$ cat config.mk
export PLATFORM = sky130hd
export DESIGN_NAME = atari_bus_write_capture
export DESIGN_NICKNAME = d
export VERILOG_FILES = /design/src/rtl/atari_bus_pkg.sv /design/src/rtl/atari_wr_fifo.sv /design/src/rtl/atari_bus_write_capture.sv
export SDC_FILE = /design/constraint.sdc
export NUM_CORES = 1
export LEC_CHECK = 0
export ABC_AREA = 1
export CORE_MARGIN = 8
export CORE_UTILIZATION = 51
export DETAILED_ROUTE_END_ITERATION = 10
export GPL_TIMING_DRIVEN = 0
export MAX_ROUTING_LAYER = met4
export PLACE_DENSITY = 0.73
export SYNTH_ARGS = -nofsm -noshare
export SYNTH_HDL_FRONTEND = slang
export SYNTH_HIERARCHICAL = 1
export SYNTH_SLANG_ARGS = --single-unit
$ cat constraint.sdc
create_clock -name clk -period 2.9 [get_ports clk]
set_input_delay 0.58 -clock clk [delete_from_list [all_inputs] [get_ports clk]]
set_output_delay 0.58 -clock clk [all_outputs]
set_load 0.05 [all_outputs]
$ cat src/rtl/atari_bus_pkg.sv
// Shared types for the Atari 7800 cartridge write-capture block.
//   ADDR_W / DATA_W : bus widths
//   STAMP_W         : width of the optional phi2 cycle stamp
//   wr_entry_t      : one captured write {addr, data[, stamp]}
//   cap_state_t     : capture FSM states
// Optional feature macro: ATARI_WRCAP_STAMP_EN (adds the stamp field).
package atari_bus_pkg;

  localparam int ADDR_W  = 16;
  localparam int DATA_W  = 8;
  localparam int STAMP_W = 16;

  typedef struct packed {
    logic [ADDR_W-1:0]  addr;
    logic [DATA_W-1:0]  data;
`ifdef ATARI_WRCAP_STAMP_EN
    logic [STAMP_W-1:0] stamp;
`endif
  } wr_entry_t;

  typedef enum logic [1:0] {
    ST_IDLE   = 2'd0,
    ST_HIGH   = 2'd1,
    ST_COMMIT = 2'd2
  } cap_state_t;

endpackage

$ cat src/rtl/atari_wr_fifo.sv
// Synchronous first-word-fall-through FIFO with registered head outputs.
// Ports:
//   clk, rst_n            : clock, async active-low reset
//   push, push_data       : write request and entry
//   ready                 : consumer takes head when valid & ready
//   valid, head           : registered head-of-queue outputs
//   level                 : occupancy (extra-bit pointer difference)
//   overflow, overflow_clr: sticky drop flag and its synchronous clear
module atari_wr_fifo #(
  parameter int DEPTH = 4,
  parameter int W     = 24
) (
  input  logic                     clk,
  input  logic                     rst_n,
  input  logic                     push,
  input  logic [W-1:0]             push_data,
  input  logic                     ready,
  output logic                     valid,
  output logic [W-1:0]             head,
  output logic [$clog2(DEPTH):0]   level,
  output logic                     overflow,
  input  logic                     overflow_clr
);

  localparam int IDX_W = $clog2(DEPTH);
  localparam int PTR_W = IDX_W + 1;
  localparam logic [PTR_W-1:0] FULL_LVL = PTR_W'(DEPTH);

  logic [W-1:0]     mem_q [DEPTH];
  logic [PTR_W-1:0] wr_ptr_q, wr_ptr_d;
  logic [PTR_W-1:0] rd_ptr_q, rd_ptr_d;
  logic             valid_q, valid_d;
  logic [W-1:0]     head_q, head_d;
  logic             ovf_q, ovf_d;

  logic [PTR_W-1:0] lvl_cur;
  logic             full;
  logic             do_pop;
  logic             do_push;
  logic             drop;

  assign lvl_cur = wr_ptr_q - rd_ptr_q;
  assign full    = (lvl_cur == FULL_LVL);
  assign do_pop  = valid_q & ready;
  // A pop in the same cycle frees the slot, so a full FIFO still accepts.
  assign do_push = push & (~full | do_pop);
  assign drop    = push & full & ~do_pop;

  always_comb begin
    wr_ptr_d = wr_ptr_q;
    rd_ptr_d = rd_ptr_q;
    valid_d  = 1'b0;
    head_d   = '0;
    ovf_d    = ovf_q;

    if (do_push) wr_ptr_d = wr_ptr_q + PTR_W'(1);
    if (do_pop)  rd_ptr_d = rd_ptr_q + PTR_W'(1);

    if (wr_ptr_d != rd_ptr_d) begin
      valid_d = 1'b1;
      // The pushed slot coincides with the new head slot only when the
      // pushed entry is the sole occupant; bypass the memory in that case.
      if (do_push && (wr_ptr_q[IDX_W-1:0] == rd_ptr_d[IDX_W-1:0]))
        head_d = push_data;
      else
        head_d = mem_q[rd_ptr_d[IDX_W-1:0]];
    end

    // Clear first so that a simultaneous drop wins.
    if (overflow_clr) ovf_d = 1'b0;
    if (drop)         ovf_d = 1'b1;
  end

  always_ff @(posedge clk) begin
    if (do_push) mem_q[wr_ptr_q[IDX_W-1:0]] <= push_data;
  end

  always_ff @(posedge clk or negedge rst_n) begin
    if (!rst_n) begin
      wr_ptr_q <= '0;
      rd_ptr_q <= '0;
      valid_q  <= 1'b0;
      head_q   <= '0;
      ovf_q    <= 1'b0;
    end else begin
      wr_ptr_q <= wr_ptr_d;
      rd_ptr_q <= rd_ptr_d;
      valid_q  <= valid_d;
      head_q   <= head_d;
      ovf_q    <= ovf_d;
    end
  end

  assign valid    = valid_q;
  assign head     = head_q;
  assign level    = lvl_cur;
  assign overflow = ovf_q;

endmodule

$ cat src/rtl/atari_bus_write_capture.sv
// Cartridge-side receiver for Atari 7800 CPU write cycles. Samples the raw
// bus, recognises completed CPU writes inside an address window and queues
// them (address, data) for an internal consumer. Never drives the bus.
// Ports:
//   clk, rst_n                 : 27 MHz clock, async active-low reset
//   a, d_in, phi2, rw, halt    : raw Atari bus inputs
//   wr_valid, wr_ready         : head handshake
//   wr_addr, wr_data           : head entry
//   fifo_level                 : queue occupancy
//   overflow, overflow_clr     : sticky drop flag and clear
//   wr_stamp                   : head phi2-cycle stamp (ATARI_WRCAP_STAMP_EN only)
// Optional feature macro: ATARI_WRCAP_STAMP_EN.
module atari_bus_write_capture
  import atari_bus_pkg::*;
#(
  parameter logic [15:0] WIN_BASE      = 16'h4000,
  parameter logic [15:0] WIN_MASK      = 16'hC000,
  parameter int          FIFO_DEPTH    = 4,
  parameter int          MIN_PHI2_HIGH = 3
) (
  input  logic                          clk,
  input  logic                          rst_n,
  input  logic [15:0]                   a,
  input  logic [7:0]                    d_in,
  input  logic                          phi2,
  input  logic                          rw,
  input  logic                          halt,
  output logic                          wr_valid,
  input  logic                          wr_ready,
  output logic [15:0]                   wr_addr,
  output logic [7:0]                    wr_data,
  output logic [$clog2(FIFO_DEPTH):0]   fifo_level,
  output logic                          overflow,
  input  logic                          overflow_clr
`ifdef ATARI_WRCAP_STAMP_EN
  ,
  output logic [15:0]                   wr_stamp
`endif
);

  localparam int CNT_W = (MIN_PHI2_HIGH < 2) ? 1 : $clog2(MIN_PHI2_HIGH + 1);
  localparam logic [CNT_W-1:0] CNT_MAX = CNT_W'(MIN_PHI2_HIGH);
  localparam int ENTRY_W = $bits(wr_entry_t);

  // ---------------- input synchronizers ----------------
  logic        phi2_s1_q, phi2_s2_q;
  logic        rw_s1_q,   rw_s2_q;
  logic        halt_s1_q, halt_s2_q;
  logic [15:0] a_s1_q,    a_s2_q;
  logic [7:0]  d_s1_q,    d_s2_q;
  logic        phi2_s, rw_s, halt_s;
  logic [15:0] a_s;
  logic [7:0]  d_in_s;

  always_ff @(posedge clk or negedge rst_n) begin
    if (!rst_n) begin
      phi2_s1_q <= 1'b0;
      phi2_s2_q <= 1'b0;
      rw_s1_q   <= 1'b1;
      rw_s2_q   <= 1'b1;
      halt_s1_q <= 1'b0;
      halt_s2_q <= 1'b0;
    end else begin
      phi2_s1_q <= phi2;
      phi2_s2_q <= phi2_s1_q;
      rw_s1_q   <= rw;
      rw_s2_q   <= rw_s1_q;
      halt_s1_q <= halt;
      halt_s2_q <= halt_s1_q;
    end
  end

  always_ff @(posedge clk) begin
    a_s1_q <= a;
    a_s2_q <= a_s1_q;
    d_s1_q <= d_in;
    d_s2_q <= d_s1_q;
  end

  assign phi2_s = phi2_s2_q;
  assign rw_s   = rw_s2_q;
  assign halt_s = halt_s2_q;
  assign a_s    = a_s2_q;
  assign d_in_s = d_s2_q;

  // ---------------- capture FSM ----------------
  cap_state_t       state_q, state_d;
  logic [CNT_W-1:0] cnt_q, cnt_d;
  logic [15:0]      hold_a_q, hold_a_d;
  logic [7:0]       hold_d_q, hold_d_d;
  logic             hold_rw_q, hold_rw_d;
  logic             hold_load;
  logic             qual_fall;
  logic             push;
  logic             in_win;

  assign in_win = ((hold_a_q & WIN_MASK) == WIN_BASE);

  always_comb begin
    state_d   = state_q;
    cnt_d     = cnt_q;
    hold_load = 1'b0;
    qual_fall = 1'b0;
    push      = 1'b0;

    case (state_q)
      ST_IDLE: begin
        // DMA cycles (halt_s low) are never entered.
        if (phi2_s && halt_s) begin
          state_d   = ST_HIGH;
          cnt_d     = CNT_W'(1);
          hold_load = 1'b1;
        end
      end
      ST_HIGH: begin
        if (!halt_s) begin
          // Maria took the bus mid-cycle: abandon without committing.
          state_d = ST_IDLE;
          cnt_d   = '0;
        end else if (phi2_s) begin
          hold_load = 1'b1;
          if (cnt_q < CNT_MAX) cnt_d = cnt_q + CNT_W'(1);
        end else begin
          qual_fall = (cnt_q >= CNT_MAX);
          cnt_d     = '0;
          if (qual_fall && !hold_rw_q && in_win) state_d = ST_COMMIT;
          else                                   state_d = ST_IDLE;
        end
      end
      ST_COMMIT: begin
        push    = 1'b1;
        state_d = ST_IDLE;
      end
      default: begin
        state_d = ST_IDLE;
        cnt_d   = '0;
      end
    endcase
  end

  // Hold registers track the last phi2-high sample before the fall.
  always_comb begin
    hold_a_d  = hold_a_q;
    hold_d_d  = hold_d_q;
    hold_rw_d = hold_rw_q;
    if (hold_load) begin
      hold_a_d  = a_s;
      hold_d_d  = d_in_s;
      hold_rw_d = rw_s;
    end
  end

  always_ff @(posedge clk) begin
    hold_a_q  <= hold_a_d;
    hold_d_q  <= hold_d_d;
    hold_rw_q <= hold_rw_d;
  end

  always_ff @(posedge clk or negedge rst_n) begin
    if (!rst_n) begin
      state_q <= ST_IDLE;
      cnt_q   <= '0;
    end else begin
      state_q <= state_d;
      cnt_q   <= cnt_d;
    end
  end

  // ---------------- optional phi2 cycle stamp ----------------
  wr_entry_t push_entry;
  wr_entry_t head_entry;
  logic [ENTRY_W-1:0] head_bits;

`ifdef ATARI_WRCAP_STAMP_EN
  logic [15:0] stamp_cnt_q, stamp_cnt_d;
  logic [15:0] hold_stamp_q, hold_stamp_d;

  // The stamp is the count of qualified cycles before this one, so the
  // first write after reset carries 0.
  always_comb begin
    stamp_cnt_d  = stamp_cnt_q;
    hold_stamp_d = hold_stamp_q;
    if (qual_fall) begin
      stamp_cnt_d  = stamp_cnt_q + 16'd1;
      hold_stamp_d = stamp_cnt_q;
    end
  end

  always_ff @(posedge clk or negedge rst_n) begin
    if (!rst_n) stamp_cnt_q <= '0;
    else        stamp_cnt_q <= stamp_cnt_d;
  end

  always_ff @(posedge clk) begin
    hold_stamp_q <= hold_stamp_d;
  end

  always_comb begin
    push_entry.addr  = hold_a_q;
    push_entry.data  = hold_d_q;
    push_entry.stamp = hold_stamp_q;
  end
`else
  always_comb begin
    push_entry.addr = hold_a_q;
    push_entry.data = hold_d_q;
  end
`endif

  // ---------------- write queue ----------------
  atari_wr_fifo #(
    .DEPTH (FIFO_DEPTH),
    .W     (ENTRY_W)
  ) u_fifo (
    .clk          (clk),
    .rst_n        (rst_n),
    .push         (push),
    .push_data    (push_entry),
    .ready        (wr_ready),
    .valid        (wr_valid),
    .head         (head_bits),
    .level        (fifo_level),
    .overflow     (overflow),
    .overflow_clr (overflow_clr)
  );

  assign head_entry = wr_entry_t'(head_bits);
  assign wr_addr    = head_entry.addr;
  assign wr_data    = head_entry.data;
`ifdef ATARI_WRCAP_STAMP_EN
  assign wr_stamp   = head_entry.stamp;
`endif

endmodule

==> results.sh <==
export IMPL_htree_levels=1
export IMPL_drtPass1Iterations=4
export IMPL_first_global_vias=4636
export IMPL_fin_crit_ps=2721
export IMPL_die_area_mm2=0.01856
export IMPL_n_antenna_cell=0
export IMPL_crit_arrival_ps=2140
export IMPL_crit_path_start_kind="flip-flop"
export IMPL_power_density_mw_per_mm2=1049
export IMPL_post_route_drc_count=0
export IMPL_portBuffers=59
export IMPL_initial_core_util_pct=51.51
export IMPL_ys_warn_count=6
export IMPL_numCtsBuffers=22
export IMPL_cts_tree="yes"
export IMPL_grt_met2_usage_pct=27.18
export IMPL_core_area_mm2=0.01431
export IMPL_fmax_mhz=367.6
export IMPL_rrSetupSlack_ps=180
export IMPL_slowest_stage="clkdlybuf4s50_1"
export IMPL_wl_per_cell_um=16.78
export IMPL_grt_max_degree=33
export IMPL_clk_root_buffer_cell="clkbuf_16"
export IMPL_grt_pass1_wl_um=23390
export IMPL_synth_seq_area_share_pct=76.60
export IMPL_postPlaceCellArea_mm2=0.008324
export IMPL_cts_buffer_depth=3
export IMPL_leakage_uw=0.003613
export IMPL_outcome="finished clean"
export IMPL_max_slew_margin_pct=40.09
export IMPL_syn_avg_cell_area_um2=12.63
export IMPL_area_growth_pct=23.04
export IMPL_critical_path_max_fanout=5
export IMPL_fin_skew_ps=6.968
export IMPL_worstMarginPinSlew_ps=896.4
export IMPL_clock_sinks=211
export IMPL_clock_latency_ps=490
export IMPL_yosysTopAreaCellShare_pct=49.28
export IMPL_end_kind="output pin"
export IMPL_ys_ff_latch=211
export IMPL_path_delay_family="buffers and inverters"
export IMPL_path_buf_inv=3
export IMPL_synth_edff_count=121
export IMPL_drt_iter0_markers=438
export IMPL_dieWidth_um=136.2
export IMPL_vdd_drop_max_v=0.0005743
export IMPL_synth_fp_nets=623
export IMPL_fin_crit_sh_pct=93.81
export IMPL_overflow=0
export IMPL_antenna_found_initial=0
export IMPL_path_class="reg -> out"
export IMPL_via_per_inst=5.142
export IMPL_drt_wl_total_um=14700
export IMPL_setup_viol=0
export IMPL_hold_viol=0
export IMPL_rsz0062_at_grt="no"
export IMPL_finalNetCount=715
export IMPL_grt_usage_pct=16.58
export IMPL_via_count=4504
export IMPL_syn_area_mm2=0.007373
export IMPL_rows=44
export IMPL_synthFlopType="edfxtp_1"
export IMPL_stdcell_area_mm2=0.009072
export IMPL_synth_area_leaders="edfxtp_1 (49%), dfrtp_1 (14%), dfxtp_1 (13%)"
export IMPL_grtUsageMet1_pct=19.89
export IMPL_hpwlAfterDp_um=9322
export IMPL_max_cap_violations=0
export IMPL_place_congestion=0.8139
export IMPL_max_stage_delay_ps=790
export IMPL_hold_class="reg -> reg"
export IMPL_required_ps=2320
export IMPL_path_cells="inv_2 > ha_1 > inv_1 > clkdlybuf4s50_1"
export IMPL_yosysTopAreaCell="edfxtp_1"
export IMPL_drive_gt1_share_pct=11.85
export IMPL_synthDistinctLibCells=27
export IMPL_netlist_instances=584
export IMPL_grt_busiest_layer="met2"
export IMPL_async_flop_share_pct=19.91
export IMPL_ant_nets=0
export IMPL_gr_usage_met3_pct=3.252
export IMPL_io_pin_count=60
export IMPL_tns_ps=0
export IMPL_drv_slew=0
export IMPL_die_y_um=136.2
export IMPL_clk_pin_slew_ps=60
-- synth_stat cells (3+ instances only) --
cell type	instances
a21oi_1	24
buf_2	7
buf_6	4
clkbuf_1	7
dfrtp_1	40
dfxtp_1	48
edfxtp_1	121
ha_1	7
inv_1	23
nand2_1	153
nand2_2	4
nand3_1	63
nor2_1	56
nor2_2	6
xor2_1	3
-- layout make-up --
cell class | count | area (um^2)
repair buffers | 68 | 725.7
fillers | 1069 | 5241
inverters | 25 | 93.84
clock buffers | 34 | 688.2
flip-flops and latches | 211 | 5648
multi-input cells | 327 | 1526
plain buffers | 21 | 128.9
clock inverters | 6 | 31.28
well taps | 184 | 230.2
-- metrics by stage --
| stage | power (uW) | cells | worst slack (ps) | util, % | hold WS, ps |
|---|---|---|---|---|---|
| after floorplan | 5836 | 584 | -2.466 | - | 284.4 |
| after global placement | 6773 | 827 | -883.2 | 57.25 | 310.0 |
| after detailed placement | 6852 | 833 | 82.15 | 58.16 | 312.1 |
| after CTS | 9578 | 874 | 22.24 | 63.25 | 325.4 |
| after global routing | 10040 | 876 | 29.37 | 63.38 | 327.5 |
| final | 9521 | 876 | 179.5 | 63.38 | 324.6 |
-- worst register-to-register path: stages, from the launching register on --
cell and delay (ps):
dfrtp_1 400, inv_2 90, ha_1 220, fa_1 500, nand2_1 60, nor2_2 140, nand3_2 160, nand2_4 190
nand2_1 110, nand3_1 90, nand3_1 120, nor2_4 250, buf_8 200, nor2_1 80
-- cell families after synthesis --
logic type | after synthesis | share of synthesized area [%]
and+or+nand+nor | 289 | 16.63
DFF | 211 | 76.60
buffers and inverters | 46 | 2.969
AOI/OAI and AO/OA | 27 | 1.986
adders and majority gates | 8 | 1.459
xor gates and xnor gates | 3 | 0.3564
-- worst paths after layout --
path                                                   start                         to  depth (start not counted)
worst max-delay path            u_fifo/wr_ptr_q[0]$_DFF_PN0_              fifo_level[0]                          4
min in group asynchronous                              rst_n  u_fifo/head[20]$_DFF_PN0_                          2
worst min register to register             a_s1_q[4]$_DFF_P_             a_s[4]$_DFF_P_                          0
worst max register to register  u_fifo/wr_ptr_q[0]$_DFF_PN0_   u_fifo/head[6]$_DFF_PN0_                         13
worst min-delay path                       a_s1_q[4]$_DFF_P_             a_s[4]$_DFF_P_                          0
max in group asynchronous                              rst_n             rw_s$_DFF_PN1_                          3
-- state kept, by name (all words and copies together), names as in the netlist --
signal and flops:
a_s 16, phi2_s1_q 1, rw_s 1, hold_a_q 16
hold_rw_q 1, u_fifo/valid 1, a_s1_q 16, u_fifo/rd_ptr_q 3
u_fifo/mem_q 96, halt_s 1, phi2_s 1, u_fifo/overflow 1
hold_d_q 8, d_in_s 8, rw_s1_q 1, halt_s1_q 1
cnt_q 2, u_fifo/wr_ptr_q 3, u_fifo/head 24, d_s1_q 8
state_q 2
-- cell usage in the layout, fill, tap and decap left out, types with 2 or more instances in the layout --
cell,netlist,routed
nand2_1,153,153
edfxtp_1,121,121
nand3_1,63,63
clkdlybuf4s50_1,0,56
nor2_1,56,52
dfxtp_1,48,48
dfrtp_1,40,40
clkbuf_16,0,24
a21oi_1,24,24
inv_1,23,22
clkbuf_1,7,12
buf_2,7,9
nor2_2,6,8
ha_1,7,7
clkbuf_8,0,5
buf_6,4,5
nand2_2,4,4
nor2_4,2,4
clkinv_2,0,4
buf_4,2,4
inv_2,2,3
xor2_1,3,3
buf_16,0,3
o21ai_0,2,2
nand3b_1,2,2
dfstp_2,2,2
-- layer usage --
metal	up-vias	part of all wire (%)
li1	2139	-
met1	2188	41
met2	142	50
met3	35	6.5
met4	0	2.6
met5	-	0
-- where the power goes --
part | internal [uW] | switching (uW) | total, uW
registers | 3430 | 96.6 | 3520
logic | 1070 | 2230 | 3310
clock network | 1630 | 1060 | 2690
-- repair_timing --
item                       in CTS  in global routing
hold endpoints to repair       10                  0
setup endpoints to repair       2                 43
gates resized for setup         4                  8
hold buffers                    1                  0
pin swaps                       0                  1
cloned                          0                  0
setup buffers                   0                  2
(Power assumes the default switching activity.)
==> patch 1: new RTL, same flow settings <==
Set the parameter `FIFO_DEPTH` to 8 (it was 4).
--- a/src/rtl/atari_bus_write_capture.sv
+++ b/src/rtl/atari_bus_write_capture.sv
@@ -16,5 +16,5 @@
   parameter logic [15:0] WIN_BASE      = 16'h4000,
   parameter logic [15:0] WIN_MASK      = 16'hC000,
-  parameter int          FIFO_DEPTH    = 4,
+  parameter int          FIFO_DEPTH    = 8,
   parameter int          MIN_PHI2_HIGH = 3
 ) (
Ports: changed (resized fifo_level); port bits go from 60 to 61. The function was not compared with the original's and may differ.
==> patch 1 against the unedited design <==
- final cell count increased by 73%
- cell area increased by 60%
- largest power group is now combinational logic
- total power increased by 56%
- largest cell class unchanged
- worst hold slack about the same
- critical endpoint is now u_fifo/mem_q[3][13]
- sequential cell count increased by 98
- routed wire length increased by 85%
- sequential share of layout area decreased by 3.3 points
- setup slack got worse by 0.098 ns
- area after synthesis increased by 61%
==> patch 1: results (changes against the unedited design) <==
Status - finished, final reports clean
Final WL - 27.2 mm (+85%)
VDD IR max - 0.578 mV (+0.71%)
Met2 usage - 0.322 (+0.0498)
Initial antenna violation count - 0 (unchanged)
Synth top cells by count - 400 x nand2_1, 217 x edfxtp_1, 138 x nand3_1, 50 x inv_1, 48 x dfxtp_1
Final Net Count - 1214 (+70%)
Largest net degree at the start of global routing - 27 (-18%)
Initial DRC Count - 1038 (+140%)
Worst EP arrival - 3.00 ns (+0.86 ns)
Synth unique cells - 32 (+19%)
H-tree depth - 1 (unchanged)
Max-Slew Margin vs Limit - 0.364 (-0.0367)
Avg Synthesized Cell Area - 11.4 um2 (-10%)
Clock Latency Late Sink - 0.55 ns (+0.06 ns)
HP Start - a_s1_q[7]
Post-Place Cells - 1428 (+71%)
Worst hold path class - register to register
CTS Buffer Depth - 3 (unchanged)
WS Path Type - register to register
PortBufs - 60 (+1.7%)
DR pass1 iterations - 6 (+2)
Dpl hpwl - 15.9 mm (+71%)
Fraction of layout cells with a size suffix above 1 - 0.128 (+0.00911)
Largest register FFs - 192 (+100%)
Clock transition at the registers of the reported paths - 0.06 ns (about the same)
Vias per std cell - 5.23 (+1.8%)
Sw power - 5.81 mW (+71%)
Vias in the first global route - 7956 (+72%)
Ant diodes - 0 (unchanged)
Leak pwr - 5.97 nW (+65%)
Total Routing Usage GR - 0.198 (+0.0325)
DP Worst Slack - -0.865 ns (-0.948 ns)
Ranking of synthesized cells by area - edfxtp_1 55%, nand2_1 13%, dfrtp_1 8.8%
CP Max Fanout - 12 (+7)
Mapped Nets - 1085 (+74%)
Area after DPL - 13100 um2 (+57%)
Clock skew - 0.0155 ns (+0.00855 ns)
Synth warn - 6 (unchanged)
DR WL/cell - 17.9 um (+6.9%)
Sequential fraction of the synthesis area - 0.721 (-0.0446)
Fill count - 1755 (+64%)
GRT met1 Usage - 0.248 (+0.0491)
Num CTS Buffers - 31 (+41%)
Met3 usage - 0.0326 (+0.0000909)
Reg-to-Reg Start - u_fifo/wr_ptr_q[0]
Routability cong. - 0.822 (+1.0%)
EDFF count, synth - 217 (+79%)
Synth async-reset ratio - 0.142 (-0.0567)
Global-route wire length before repair - 42.7 mm (+82%)
Clock Tree Root - clkbuf_16
patch 1: critical path, cell delays in order (launching register included):
cell and delay [ns]:
dfrtp_2 0.47, inv_8 0.09, ha_4 0.12, inv_2 0.04
fa_2 0.54, nor2_1 0.04, nand2_1 0.07, nor2_2 0.06
nand3_4 0.11, nand2_8 0.12, buf_4 0.18, nor3_4 0.60
patch 1: cell families (layout without fill, tap and decap cells):
logic type               after synthesis  count (layout)  synth area share
XOR/XNOR                               6               6           0.00505
buffers and inverters                118             264            0.0422
flip-flops                           309             309             0.721
AND/OR/NAND/NOR                      603             609             0.221
AO/OA/AOI/OAI                          4               4           0.00200
adder cells (fa/ha/maj)                7               7           0.00799
patch 1: metrics by stage:
stage	TNS (ns)	util
after floorplan	-29.22	-
after global placement	-91.00	0.561
after detailed placement	-69.66	0.563
after CTS	0	0.625
after global routing	-0.00595	0.628
final	0	0.628
patch 1: routing by layer:
metal	up-vias	share of wire
met5	-	0
met4	0	0.037
met3	80	0.10
met2	405	0.48
met1	3721	0.38
li1	3739	-
patch 1: what timing repair did:
item                                    in CTS  in global routing
hold buffers                                 1                  0
hold endpoints to repair                     4                  0
pin swaps                                   12                  1
setup buffers                               21                  5
gates cloned                                 7                  0
endpoints found under the setup margin     205                137
gates resized for setup                     21                  6
patch 1: worst paths after layout:
| kind | to | slack (ns) | cells past startpoint |
|---|---|---|---|
| max | u_fifo/mem_q[3][13] | 0.08 | 11 |
| min | a_s[7] | 0.33 | 0 |
| max reg2reg | u_fifo/mem_q[3][13] | 0.08 | 11 |
| min reg2reg | a_s[7] | 0.33 | 0 |
| max in group asynchronous | u_fifo/head[9] | 1.83 | 3 |
| min in group asynchronous | halt_s | 0.54 | 2 |
patch 1: layout make-up:
cell class	instances	area share
flip-flops and latches	309	0.590
repair buffers	89	0.0670
clock buffers	45	0.0634
repair inverters	1	0.000516
well taps	319	0.0274
plain buffers	44	0.0161
multi-input cells	626	0.208
clock inverters	11	0.00799
inverters	74	0.0202
patch 1: power by group through the flow:
stage,sequential [mW],clock (mW),combinational (mW)
2_1_floorplan,5.79,0,3.35
4_1_cts,5.08,4.05,5.71
5_1_grt,5.10,4.24,6.43
3_3_place_gp,5.16,0,5.57
6_report,5.08,3.98,5.82
3_5_place_dp,5.17,0,5.67
==> patch 2: new RTL, same settings <==
Made on the original files. Put a register stage on the output `fifo_level`, without a reset. The value now appears one clock later. The other outputs are not delayed to match.
--- a/src/rtl/atari_bus_write_capture.sv
+++ b/src/rtl/atari_bus_write_capture.sv
@@ -43,4 +43,6 @@
   localparam int ENTRY_W = $bits(wr_entry_t);
 
+  logic [$clog2(FIFO_DEPTH):0] fifo_level_d;
+
   // ---------------- input synchronizers ----------------
   logic        phi2_s1_q, phi2_s2_q;
@@ -220,5 +222,5 @@
     .valid        (wr_valid),
     .head         (head_bits),
-    .level        (fifo_level),
+    .level        (fifo_level_d),
     .overflow     (overflow),
     .overflow_clr (overflow_clr)
@@ -232,4 +234,8 @@
 `endif
 
+  always_ff @(posedge clk) begin
+    fifo_level <= fifo_level_d;
+  end
+
 endmodule
 
Formal check against the unedited RTL: not equivalent (a bounded check fails within 10 cycles, from zero or initial values and one cycle with rst_n low).
==> patch 2 against the unedited design <==
- cell area fell by 0.22%
- count of clock-buffer cells in the layout fell by 6
- critical path depth rose by 9
- die area rose by 0.72%
- area after synthesis rose by 0.81%
- routed wire length fell by 0.96%
- setup slack got worse by 0.059 ns
- first-iteration DRC count fell by 21%
- via count fell by 0.22%
- clock skew rose by 0.0043 ns
- total power fell by 0.45%
- final cell count fell by 0.23%
- sequential cell count rose by 3
- core utilization fell by 0.38 points
- critical path type is now register to register
- largest cell class unchanged
- largest power group unchanged
==> patch 2: results (changes against the unedited design) <==
Status - finished, final reports clean
Synth async-reset ratio - 0.196 (-0.00279)
Initial DRC Count - 346 (-21%)
EDFF count, synth - 121 (unchanged)
Area after DPL - 8350 um2 (+0.36%)
Synth warn - 6 (unchanged)
CP peak stage delay - 0.50 ns (-0.29 ns)
Fill count - 1065 (-0.37%)
VDD IR max - 0.405 mV (-29%)
Dpl hpwl - 9.05 mm (-2.9%)
Clock skew - 0.0113 ns (+0.00433 ns)
Sequential fraction of the synthesis area - 0.768 (+0.00189)
Worst EP arrival - 3.16 ns (+1.02 ns)
Sequential fraction of design power - 0.379 (+0.009)
Ranking of synthesized cells by area - edfxtp_1 49%, dfxtp_1 14%, dfrtp_1 13%
Total Routing Usage GR - 0.162 (-0.00412)
CP Max Fanout - 10 (+5)
CTS resizes - 0 (-4)
DR pass1 iterations - 6 (+2)
CTS Buffer Depth - 3 (unchanged)
Routability cong. - 0.806 (-0.97%)
Largest net degree at the start of global routing - 27 (-18%)
Worst hold path class - primary input to async pin
DP Worst Slack - 0.0301 ns (-0.0520 ns)
Leak pwr - 3.59 nW (-0.50%)
Max-Slew Margin vs Limit - 0.427 (+0.0263)
Final Net Count - 713 (-0.28%)
Sw power - 3.42 mW (+0.70%)
Mapped Nets - 626 (+0.48%)
Vias in the first global route - 4527 (-2.4%)
Clock Power Share - 0.276 (-0.007)
Synth top cells by count - 153 x nand2_1, 121 x edfxtp_1, 63 x nand3_1, 56 x nor2_1, 51 x dfxtp_1
## patch 2: worst paths after layout
kind | startpoint | to | slack (ns)
worst min-delay path | rst_n | u_fifo/wr_ptr_q[1] | 0.04
worst max-delay path | u_fifo/wr_ptr_q[0] | u_fifo/head[13] | 0.12
worst max register to register | u_fifo/wr_ptr_q[0] | u_fifo/head[13] | 0.12
max in group asynchronous | rst_n | rw_s1_q | 2.28
min in group clk | a_s1_q[9] | a_s[9] | 0.32
worst min register to register | a_s1_q[9] | a_s[9] | 0.32
## patch 2: logic make-up (layout without fill, tap and decap cells)
kind of cell             count (synthesis)  in the layout  share of synthesized area
AO/OA/AOI/OAI                           27             27                     0.0197
XOR/XNOR                                 3              3                    0.00354
adder cells (fa/ha/maj)                  8              8                     0.0145
buffers and inverters                   46            149                     0.0295
flip-flops                             214            214                      0.768
AND/OR/NAND/NOR                        289            289                      0.165
## patch 2: layout make-up
| class | count | share of cell area |
|---|---|---|
| Tap cell | 184 | 0.0254 |
| Buffer | 21 | 0.0142 |
| Multi-Input combinational cell | 327 | 0.169 |
| Inverter | 25 | 0.0104 |
| Sequential cell | 214 | 0.631 |
| Clock buffer | 28 | 0.0679 |
| Timing Repair Buffer | 63 | 0.0746 |
| Clock inverter | 12 | 0.00774 |
## patch 2: metal layers
metal / vias to the layer above / global-route usage / routed length, um
li1: 2144 / - / -
met1: 2164 / 0.193 / 6170
met3: 30 / 0.0338 / 981
met4: 0 / 0.0671 / 314
met2: 156 / 0.263 / 7100
met5: - / - / 0
## patch 2: stage by stage
step	hold slack, ns	utilization	instances
2_1_floorplan	0.284	-	587
3_3_place_gp	0.310	0.574	830
3_5_place_dp	0.312	0.581	834
4_1_cts	0.0411	0.629	874
5_1_grt	0.0613	0.630	874
6_report	0.0360	0.630	874
